==> src/rtl/vend_pkg.sv <==
// vend_pkg: state codes, coin encodings and coin values shared by the vending sequencer.
package vend_pkg;
   typedef enum logic [2:0] {S_IDLE = 3'd0, S_COLLECT = 3'd1, S_VEND = 3'd2, S_CHANGE = 3'd3, S_DONE = 3'd4} state_e;
   typedef enum logic [1:0] {C_PENNY = 2'd0, C_NICKEL = 2'd1, C_DIME = 2'd2, C_QUARTER = 2'd3} coin_e;
   localparam logic [9:0] V_PENNY   = 10'd1;
   localparam logic [9:0] V_NICKEL  = 10'd5;
   localparam logic [9:0] V_DIME    = 10'd10;
   localparam logic [9:0] V_QUARTER = 10'd25;
   function automatic logic [9:0] coin_value(input coin_e c);
      return c == C_QUARTER ? V_QUARTER : c == C_DIME ? V_DIME : c == C_NICKEL ? V_NICKEL : V_PENNY;
   endfunction
endpackage

==> src/rtl/vend_sequencer_coin_picker.sv <==
// coin_picker: greedy choice of the largest coin not exceeding the remaining change.
module coin_picker
   import vend_pkg::*;
(
   input  logic [9:0] remaining,
   output coin_e      pick_type,
   output logic [9:0] pick_value
);
   always_comb begin
      pick_type  = remaining >= V_QUARTER ? C_QUARTER :
                   remaining >= V_DIME    ? C_DIME    :
                   remaining >= V_NICKEL  ? C_NICKEL  : C_PENNY;
      pick_value = coin_value(pick_type);
   end
endmodule

==> src/rtl/vend_sequencer.sv <==
// vend_sequencer: coin collection, vend pulse and greedy change dispensing for one item sale.
module vend_sequencer
   import vend_pkg::*;
#(
   parameter int unsigned MAX_PAID = 999
) (
   input  logic       CLOCK_50,
   input  logic       reset,
   input  logic       coin_strobe,
   input  logic [1:0] coin_type,
   input  logic       cancel,
   input  logic [9:0] price,
   input  logic       chg_ready,
   output logic [9:0] paid,
   output logic [9:0] price_q,
   output logic       chg_valid,
   output logic [1:0] chg_type,
   output logic       vend,
   output logic       coin_reject,
   output logic       busy,
   output logic       done,
   output logic [2:0] state
);
   localparam logic [9:0] MAX = 10'(MAX_PAID);
   state_e     state_q, state_d;
   logic [9:0] paid_q, paid_d, price_d, remaining_q, remaining_d, coin_val, pick_value;
   logic       reject_q, reject_d, overflow;
   coin_e      pick_type;
   coin_picker u_picker (.remaining(remaining_q), .pick_type(pick_type), .pick_value(pick_value));
   // Compare against MAX - value so the sum never has to exceed 10 bits.
   assign coin_val = coin_value(coin_e'(coin_type));
   assign overflow = paid_q > MAX - coin_val;
   always_comb begin
      state_d     = state_q;
      paid_d      = paid_q;
      price_d     = price_q;
      remaining_d = remaining_q;
      reject_d    = 1'b0;
      case (state_q)
         S_IDLE:
            if (coin_strobe) begin
               if (price != '0) begin
                  paid_d  = coin_val;
                  price_d = price;
                  state_d = S_COLLECT;
               end else reject_d = 1'b1;
            end
         S_COLLECT:
            if (cancel) begin
               reject_d    = coin_strobe;
               remaining_d = paid_q;
               state_d     = S_CHANGE;
            end else begin
               if (paid_q >= price_q) state_d = S_VEND;
               if (coin_strobe) begin
                  if (overflow) reject_d = 1'b1;
                  else paid_d = paid_q + coin_val;
               end
            end
         S_VEND: begin
            reject_d    = coin_strobe;
            remaining_d = paid_q - price_q;
            state_d     = remaining_d != '0 ? S_CHANGE : S_DONE;
         end
         S_CHANGE: begin
            reject_d = coin_strobe;
            if (chg_ready) begin
               remaining_d = remaining_q - pick_value;
               if (remaining_d == '0) state_d = S_DONE;
            end
         end
         S_DONE: begin
            reject_d = coin_strobe;
            paid_d   = '0;
            price_d  = '0;
            state_d  = S_IDLE;
         end
         default: state_d = S_IDLE;
      endcase
   end
   always_ff @(posedge CLOCK_50) begin
      if (reset) begin
         state_q     <= S_IDLE;
         paid_q      <= '0;
         price_q     <= '0;
         remaining_q <= '0;
         reject_q    <= 1'b0;
      end else begin
         state_q     <= state_d;
         paid_q      <= paid_d;
         price_q     <= price_d;
         remaining_q <= remaining_d;
         reject_q    <= reject_d;
      end
   end
   assign state       = state_q;
   assign paid        = paid_q;
   assign busy        = state_q != S_IDLE;
   assign vend        = state_q == S_VEND;
   assign done        = state_q == S_DONE;
   assign chg_valid   = state_q == S_CHANGE;
   assign chg_type    = chg_valid ? pick_type : C_PENNY;
   assign coin_reject = reject_q;
endmodule

==> config.mk <==
export PLATFORM = sky130hd
export DESIGN_NAME = vend_sequencer
export DESIGN_NICKNAME = d
export VERILOG_FILES = /design/src/rtl/vend_pkg.sv /design/src/rtl/vend_sequencer_coin_picker.sv /design/src/rtl/vend_sequencer.sv
export SDC_FILE = /design/constraint.sdc
export NUM_CORES = 1
export LEC_CHECK = 0
export CAP_MARGIN = 25
export CORE_ASPECT_RATIO = 0.8
export CORE_MARGIN = 8
export CORE_UTILIZATION = 59
export CTS_CLUSTER_SIZE = 14
export DETAILED_ROUTE_END_ITERATION = 12
export MAX_ROUTING_LAYER = met4
export PLACE_DENSITY = 0.87
export RECOVER_POWER = 100
export SKIP_LAST_GASP = 1
export SYNTH_ARGS = -nofsm -noshare
export SYNTH_HDL_FRONTEND = slang
export SYNTH_SLANG_ARGS = --single-unit
export TNS_END_PERCENT = 1
==> constraint.sdc <==
create_clock -name CLOCK_50 -period 5 [get_ports CLOCK_50]
set_input_delay 0.5 -clock CLOCK_50 [delete_from_list [all_inputs] [get_ports CLOCK_50]]
set_output_delay 0.5 -clock CLOCK_50 [all_outputs]
set_load 0.02 [all_outputs]
==> summary.txt, run 1 <==
Status
  • Run status: completed

Final layout
  • Area growth from synthesis to layout: 20.51%
  • Antenna cells: 0
  • Utilization after layout: 72.78%
  • Layout Nets: 484
  • Share of layout cells above drive strength 1: 4.762%
  • Non-filler cells in the finished layout: 503

Power and ir drop
  • Largest voltage drop on the vdd net: 0.0003175 V
  • Ratio of total power to cell area: 712.5 mW/mm2
  • Leakage power total: 0.001540 uW

Die
  • Area of the core region: 0.004950 mm2
  • Initial standard-cell utilization of the core: 60.39%
  • Die X-Extent: 95.58 um
  • Die extent in y: 79.67 um
  • Row count: 23
  • I/O pins: 47
  • Die Area: 0.007614 mm2

Drt
  • Number of iterations in the first detailed-routing pass: 6
  • Total wire length after detailed routing: 9186 um
  • Detail-routed via count per cell: 6.346
  • DRC violation count after routing: 0
  • Number of design-rule violations left by the first detailed-router iteration: 374
  • Remaining antenna violation count after routing: 0
  • Wirelength per Cell: 18.26 um
  • Vias after detailed routing: 3192

Synthesis
  • Synth warnings: 0
  • Register area share after synthesis: 22.77%
  • Fraction of registers with async set or reset after synthesis: 0%
  • Combined area of all synthesized cells: 0.002989 mm2
  • Post-synth EDFFs: 0
  • Flip-flop and latch count after synthesis: 34
  • Synthesized netlist net count: 445
  • Gate Count Post-Synth: 401
  • Unique masters post-synth: 63
  • Average cell area after synthesis: 7.454 um2
  • Primary flip-flop cell chosen by synthesis mapping: sky130_fd_sc_hd__dfxtp_1

GRT
  • Met2 layer usage reported by global route: 38.99%
  • Antenna violations before repair: 0
  • Maximum number of pins on one net before global-route repair: 23
  • Wire length of the first global-routing pass: 14780 um
  • Most crowded layer after global routing: met2
  • Via count of the first global-routing pass: 2924
  • Met3 Resource Use GR: 4.041%
  • Global-route total usage across every layer: 25.16%
  • GR Layer Usage met1: 32.91%
  • Overflow left after global routing: 0

Critical path
  • Data arrival at the endpoint of the critical path: 3.83 ns
  • Critical-path maximum fanout: 5
  • Number of cell instances on the worst register-to-register path: 12
  • Critical path start-end classification: register to register
  • Launch instance of the worst register-to-register path: remaining_q[5]
  • Worst R2R End: state[0]
  • Category of the worst setup path launch point: register
  • Reg-to-reg slack, setup: 1.31 ns
  • Category of the worst setup path capture point: register
  • Required time at the worst-slack endpoint: 5.15 ns

Clock tree
  • Clock latency of the later-clocked register in the worst-skew pair: 0.30 ns
  • CTS tree: done
  • Number of hold buffers added after cts: 0
  • Number of post-CTS setup repair buffers: 0
  • Number of buffers inserted during clock tree synthesis: 5
  • Level count of the clock H-tree: 2
  • Clk Tree Root Cell: sky130_fd_sc_hd__clkbuf_8
  • Post-CTS sizing: 0
  • Clock tree sinks: 34
  • Clock slew at reported path FFs: 0.08 ns
  • Max Buffers Root-to-Sink: 2

Timing
  • Relative max-transition margin: 8.415%
  • # setup viols final: 0
  • Achievable clock frequency: 0.2714 GHz
  • Final hold viol count: 0
  • Hold slack final: 0.5206 ns
  • Max-slew violation count: 0
  • Worst Clk Skew: 0.007753 ns
  • Final period utilization: 73.70%
  • Pin slew with the least headroom to its limit: 1.374 ns
  • RSZ-0062 raised after global routing: no
  • Minimum clock period after layout: 3.685 ns
  • Summed negative setup slack over all endpoints: 0 ns

Placement
  • Buffers on Ports: 46
  • Detailed placement HPWL: 7139 um
  • Placer Congestion: 0.9624
  • Cell count after placement: 495

Hold path
  • Number of cells on the worst hold path: 2
  • End point of the most critical hold path: remaining_q[0]
  • Hold path startpoint: remaining_q[0]
  • Min-Delay Path Class: register to register

Flow run
  • Maxcap violations: 0
## worst max path at each step
stage,start,endpoint
2_1_floorplan,remaining_q[5],state[0]
3_3_place_gp,remaining_q[5],state[0]
3_5_place_dp,remaining_q[5],state[0]
4_1_cts,remaining_q[5],state[0]
5_1_grt,remaining_q[5],state[0]
6_report,remaining_q[5],state[0]
## cell usage in the layout (no fill, tap or decap), types with 4 or more instances in the layout
cell	instances
sky130_fd_sc_hd__a21o_1	6
sky130_fd_sc_hd__a211oi_1	5
sky130_fd_sc_hd__mux2i_1	5
sky130_fd_sc_hd__a31oi_1	16
sky130_fd_sc_hd__nor3_1	9
sky130_fd_sc_hd__inv_1	25
sky130_fd_sc_hd__nor2b_1	6
sky130_fd_sc_hd__dlygate4sd3_1	32
sky130_fd_sc_hd__or3_1	5
sky130_fd_sc_hd__nand2_1	31
sky130_fd_sc_hd__dfxtp_1	34
sky130_fd_sc_hd__ha_1	24
sky130_fd_sc_hd__nand3_1	9
sky130_fd_sc_hd__a22oi_1	5
sky130_fd_sc_hd__clkdlybuf4s50_1	14
sky130_fd_sc_hd__clkbuf_8	5
sky130_fd_sc_hd__o21a_1	4
sky130_fd_sc_hd__nand2b_1	5
sky130_fd_sc_hd__o22ai_1	6
sky130_fd_sc_hd__a311oi_1	6
sky130_fd_sc_hd__xor2_1	9
sky130_fd_sc_hd__a21oi_1	20
sky130_fd_sc_hd__xnor2_1	8
sky130_fd_sc_hd__nor2_1	65
sky130_fd_sc_hd__o21ai_0	23
## cell families (layout without fill, tap and decap cells)
family / Yosys count / in the layout / synth area share (%)
compound gates: 116 / 116 / 26.04
mux: 6 / 6 / 2.051
xor+xnor: 17 / 17 / 4.981
fa+ha+maj: 27 / 27 / 12.06
buf+inv: 40 / 80 / 5.441
flops: 34 / 34 / 22.77
simple gates: 161 / 161 / 26.66
## final cells by class
type                            instances  area, um2
Multi-Input combinational cell        327       2137
Clock buffer                            5      68.82
Sequential cell                        34      680.7
Clock inverter                          3      68.82
Inverter                               25      93.84
Tap cell                               62      77.57
Fill cell                             400       1348
Timing Repair Buffer                   47      475.5
## registers in the layout (all words and copies together) (netlist names)
name         cells
paid            10
price_q         10
state            3
remaining_q     10
coin_reject      1
## per-layer routing
layer	routed length (um)	up-vias	part of all wire [%]
met4	110	0	1.2
met2	4234	148	46
met1	4073	1486	44
li1	-	1543	-
met5	0	-	0
met3	768	15	8.4
## per-stage QoR
stage          worst slack, ns  total power [uW]  cell area (um2)
2_1_floorplan            1.715              1775             2989
3_3_place_gp             1.464              2182             3458
3_5_place_dp             1.345              2224             3473
4_1_cts                  1.334              2552             3611
5_1_grt                  1.126              2742             3602
6_report                 1.315              2567             3602
## power breakdown
| group | internal [uW] | total [uW] | switching (uW) |
|---|---|---|---|
| registers | 348 | 489 | 141 |
| logic | 721 | 1770 | 1040 |
| clock network | 200 | 313 | 113 |
## synthesized netlist by cell type (4+ instances only)
library cell,count,area share [%]
sky130_fd_sc_hd__a211oi_1,5,1.3
sky130_fd_sc_hd__a21o_1,6,1.5
sky130_fd_sc_hd__a21oi_1,19,3.2
sky130_fd_sc_hd__a22oi_1,5,1.3
sky130_fd_sc_hd__a311oi_1,6,1.8
sky130_fd_sc_hd__a31oi_1,16,3.3
sky130_fd_sc_hd__clkbuf_1,12,1.5
sky130_fd_sc_hd__dfxtp_1,34,23
sky130_fd_sc_hd__ha_1,24,10
sky130_fd_sc_hd__inv_1,25,3.1
sky130_fd_sc_hd__mux2i_1,5,1.7
sky130_fd_sc_hd__nand2_1,31,3.9
sky130_fd_sc_hd__nand2b_1,5,1.0
sky130_fd_sc_hd__nand3_1,9,1.5
sky130_fd_sc_hd__nor2_1,65,8.2
sky130_fd_sc_hd__nor2b_1,6,1.3
sky130_fd_sc_hd__nor3_1,9,1.5
sky130_fd_sc_hd__o21a_1,4,1.0
sky130_fd_sc_hd__o21ai_0,22,3.7
sky130_fd_sc_hd__o22ai_1,6,1.3
sky130_fd_sc_hd__or3_1,5,1.0
sky130_fd_sc_hd__xnor2_1,8,2.3
sky130_fd_sc_hd__xor2_1,9,2.6
## critical path, stage by stage, from the launching register on
cell	delay, ns
sky130_fd_sc_hd__dfxtp_1	0.34
sky130_fd_sc_hd__or2_2	0.34
sky130_fd_sc_hd__or4_1	0.47
sky130_fd_sc_hd__a31oi_1	0.21
sky130_fd_sc_hd__o21ai_0	0.23
sky130_fd_sc_hd__fa_1	0.50
sky130_fd_sc_hd__a211oi_1	0.37
sky130_fd_sc_hd__nor2_1	0.11
sky130_fd_sc_hd__xor2_1	0.16
sky130_fd_sc_hd__nor4_1	0.28
sky130_fd_sc_hd__a31oi_1	0.19
sky130_fd_sc_hd__nor3_1	0.23
sky130_fd_sc_hd__o22ai_1	0.11
No activity file was read; power rests on OpenSTA's default activity.
==> run 2: changes to the inputs <==
CORE_UTILIZATION = 55   (was 59)
PLACE_DENSITY = 0.81   (was 0.87)
clock period = 3.6 ns   (was 5 ns; I/O delays follow)
==> run 2 against run 1 <==
  * Critical path depth unchanged
  * Clock power down 15%
  * Highest routed layer unchanged
  * Largest cell class unchanged
  * Largest power group unchanged
  * Wire length down 2.0%
  * Clock skew about the same
  * Utilization down 4.3 points
  * Sequential share of layout area down 0.30 points
  * First-iteration DRC count down 8.3%
==> summary.txt, run 2 (same netlist as run 1, synthesis figures left out) <==
Final layout
  • Leading cell type in the layout, fill and taps excluded: sky130_fd_sc_hd__nor2_1 (unchanged)
  • Most frequent cells in the layout: sky130_fd_sc_hd__nor2_1, sky130_fd_sc_hd__dfxtp_1, sky130_fd_sc_hd__nand2_1 (was sky130_fd_sc_hd__nor2_1, sky130_fd_sc_hd__dfxtp_1, sky130_fd_sc_hd__dlygate4sd3_1)
  • Area growth from synthesis to layout: 22.44% (was 20.51%)
  • Share of layout cells above drive strength 1: 8.054% (was 4.762%)
  • Layout Nets: 491 (was 484)
  • Antenna cells: 0 (unchanged)

Timing
  • Final hold viol count: 0 (unchanged)
  • Minimum clock period after layout: 3.569 ns (was 3.685 ns)
  • Worst Clk Skew: 0.007608 ns (was 0.007753 ns)
  • Achievable clock frequency: 0.2802 GHz (was 0.2714 GHz)
  • # setup viols final: 0 (unchanged)
  • Final WS setup: 0.03099 ns (was 1.315 ns)
  • Hold slack final: 0.5150 ns (was 0.5206 ns)
  • Final period utilization: 99.14% (was 73.70%)
  • Max-slew violation count: 0 (unchanged)
  • Pin slew with the least headroom to its limit: 0.8770 ns (was 1.374 ns)
  • Relative max-transition margin: 41.35% (was 8.415%)

Drt
  • Detail-routed via count per cell: 6.346 (about the same)
  • Total wire length after detailed routing: 9004 um (was 9186 um)
  • Remaining antenna violation count after routing: 0 (unchanged)
  • Number of design-rule violations left by the first detailed-router iteration: 343 (was 374)
  • Vias after detailed routing: 3249 (was 3192)
  • DRC violation count after routing: 0 (unchanged)
  • Wirelength per Cell: 17.59 um (was 18.26 um)
  • Number of iterations in the first detailed-routing pass: 7 (was 6)

Power and ir drop
  • Leakage power total: 0.001535 uW (was 0.001540 uW)
  • Largest voltage drop on the vdd net: 0.0003469 V (was 0.0003175 V)
  • Ratio of total power to cell area: 967.1 mW/mm2 (was 712.5 mW/mm2)
  • Post-layout total power: 3539 uW (was 2567 uW)

Clock tree
  • Level count of the clock H-tree: 2 (unchanged)
  • Number of post-CTS setup repair buffers: 0 (unchanged)
  • CTS tree: done (unchanged)
  • Number of hold buffers added after cts: 0 (unchanged)
  • Max Buffers Root-to-Sink: 2 (unchanged)
  • Clock latency of the later-clocked register in the worst-skew pair: 0.29 ns (was 0.30 ns)
  • Number of buffers inserted during clock tree synthesis: 5 (unchanged)
  • Clock tree sinks: 34 (unchanged)
  • Clock slew at reported path FFs: 0.07 ns (was 0.08 ns)
  • Clk Tree Root Cell: sky130_fd_sc_hd__clkbuf_8 (unchanged)

Critical path
  • Category of the worst setup path capture point: register (unchanged)
  • Required time at the worst-slack endpoint: 3.73 ns (was 5.15 ns)
  • Ordered cell list for the critical path: or2_2, or4_4, nor3_4, o21ai_0, ha_1, a211oi_2, o21ai_0, xnor2_1, nor4_2, a31oi_2, nor3_2, o22ai_1 (was or2_2, or4_1, a31oi_1, o21ai_0, fa_1, a211oi_1, nor2_1, xor2_1, nor4_1, a31oi_1, nor3_1, o22ai_1)
  • Critical-path maximum fanout: 4 (was 5)
  • Largest stage delay on the critical path: 0.48 ns (was 0.50 ns)
  • Critical path start-end classification: register to register (unchanged)
  • Data arrival at the endpoint of the critical path: 3.70 ns (was 3.83 ns)
  • Category of the worst setup path launch point: register (unchanged)
  • Slowest cell on crit path: sky130_fd_sc_hd__or4_4 (was sky130_fd_sc_hd__fa_1)
  • Most common cell type on the critical path: sky130_fd_sc_hd__o21ai_0 (was sky130_fd_sc_hd__a31oi_1)
  • Top Family by Delay on Critical Path: simple AND/OR/NAND/NOR gates (unchanged)
  • Worst Path Buf+Inv: 0 (unchanged)

Placement
  • Worst slack, placed: -0.09420 ns (was 1.345 ns)
  • Placer Congestion: 0.9336 (was 0.9624)
  • Detailed placement HPWL: 6836 um (was 7139 um)
  • Buffers on Ports: 46 (unchanged)

GRT
  • Global-route total usage across every layer: 22.64% (was 25.16%)
  • Wire length of the first global-routing pass: 14290 um (was 14780 um)
  • Antenna violations before repair: 0 (unchanged)
  • Maximum number of pins on one net before global-route repair: 23 (unchanged)
  • Via count of the first global-routing pass: 2954 (was 2924)
  • Overflow left after global routing: 0 (unchanged)

Die
  • Die X-Extent: 98.42 um (was 95.58 um)
  • Die Area: 0.008065 mm2 (was 0.007614 mm2)
  • Initial standard-cell utilization of the core: 55.92% (was 60.39%)
  • Row count: 24 (was 23)
  • Die extent in y: 81.94 um (was 79.67 um)
  • Area of the core region: 0.005345 mm2 (was 0.004950 mm2)
  • I/O pins: 47 (unchanged)

Hold path
  • Min-Delay Path Class: register to register (unchanged)

Status
  • Run status: completed (unchanged)

Flow run
  • Maxcap violations: 0 (unchanged)
-- run 2: area by class of cell --
type	instances	area, um2
fill	453	1685
inverter	25	93.84
multi-input combinational	327	2211
clock buffer	7	76.32
sequential	34	680.7
tap	65	81.33
timing repair buffer	54	516.7
-- run 2: through the flow --
| stage | instance area, um2 | util (%) | instances | TNS (ns) |
|---|---|---|---|---|
| floorplan | 2989 | - | 401 | 0 |
| finish | 3660 | 68.47 | 512 | 0 |
| global placement | 3522 | 65.89 | 505 | 0 |
| CTS | 3613 | 67.60 | 512 | 0 |
| detailed placement | 3522 | 65.89 | 505 | -0.09420 |
| global route | 3660 | 68.47 | 512 | -0.09729 |
-- run 2: path summary, 6_finish.rpt --
kind,start,endpoint,slack (ns),cells after the start
max,remaining_q[6],state[0],0.03,12
min,remaining_q[0],remaining_q[0],0.52,2
max reg2reg,remaining_q[6],state[0],0.03,12
min reg2reg,remaining_q[0],remaining_q[0],0.52,2
-- run 2: repair_timing --
| item | CTS | global route |
|---|---|---|
| pin swaps | 0 | 2 |
| endpoints found under the setup margin | 1 | 4 |
| gates cloned | 0 | 0 |
| gates resized for setup | 4 | 9 |
-- run 2: routing by layer --
layer | routed length (um) | global-route usage [%] | part of all wire (%)
met1 | 3925 | 28.47 | 44
met2 | 4118 | 36.52 | 46
met3 | 759 | 4.403 | 8.4
met4 | 200 | 6.260 | 2.2
met5 | 0 | - | 0
-- run 2: worst register-to-register path: stages, from the launching register on --
cell	delay (ns)
sky130_fd_sc_hd__dfxtp_1	0.34
sky130_fd_sc_hd__or2_2	0.32
sky130_fd_sc_hd__or4_4	0.48
sky130_fd_sc_hd__nor3_4	0.20
sky130_fd_sc_hd__o21ai_0	0.14
sky130_fd_sc_hd__ha_1	0.37
sky130_fd_sc_hd__a211oi_2	0.34
sky130_fd_sc_hd__o21ai_0	0.20
sky130_fd_sc_hd__xnor2_1	0.19
sky130_fd_sc_hd__nor4_2	0.26
sky130_fd_sc_hd__a31oi_2	0.18
sky130_fd_sc_hd__nor3_2	0.26
sky130_fd_sc_hd__o22ai_1	0.12
-- run 2: report_power, final --
| group | internal, uW | total (uW) | switching, uW |
|---|---|---|---|
| Combinational | 1090 | 2640 | 1550 |
| Sequential | 484 | 630 | 146 |
| Clock | 133 | 266 | 133 |
| Total | 1710 | 3540 | 1830 |
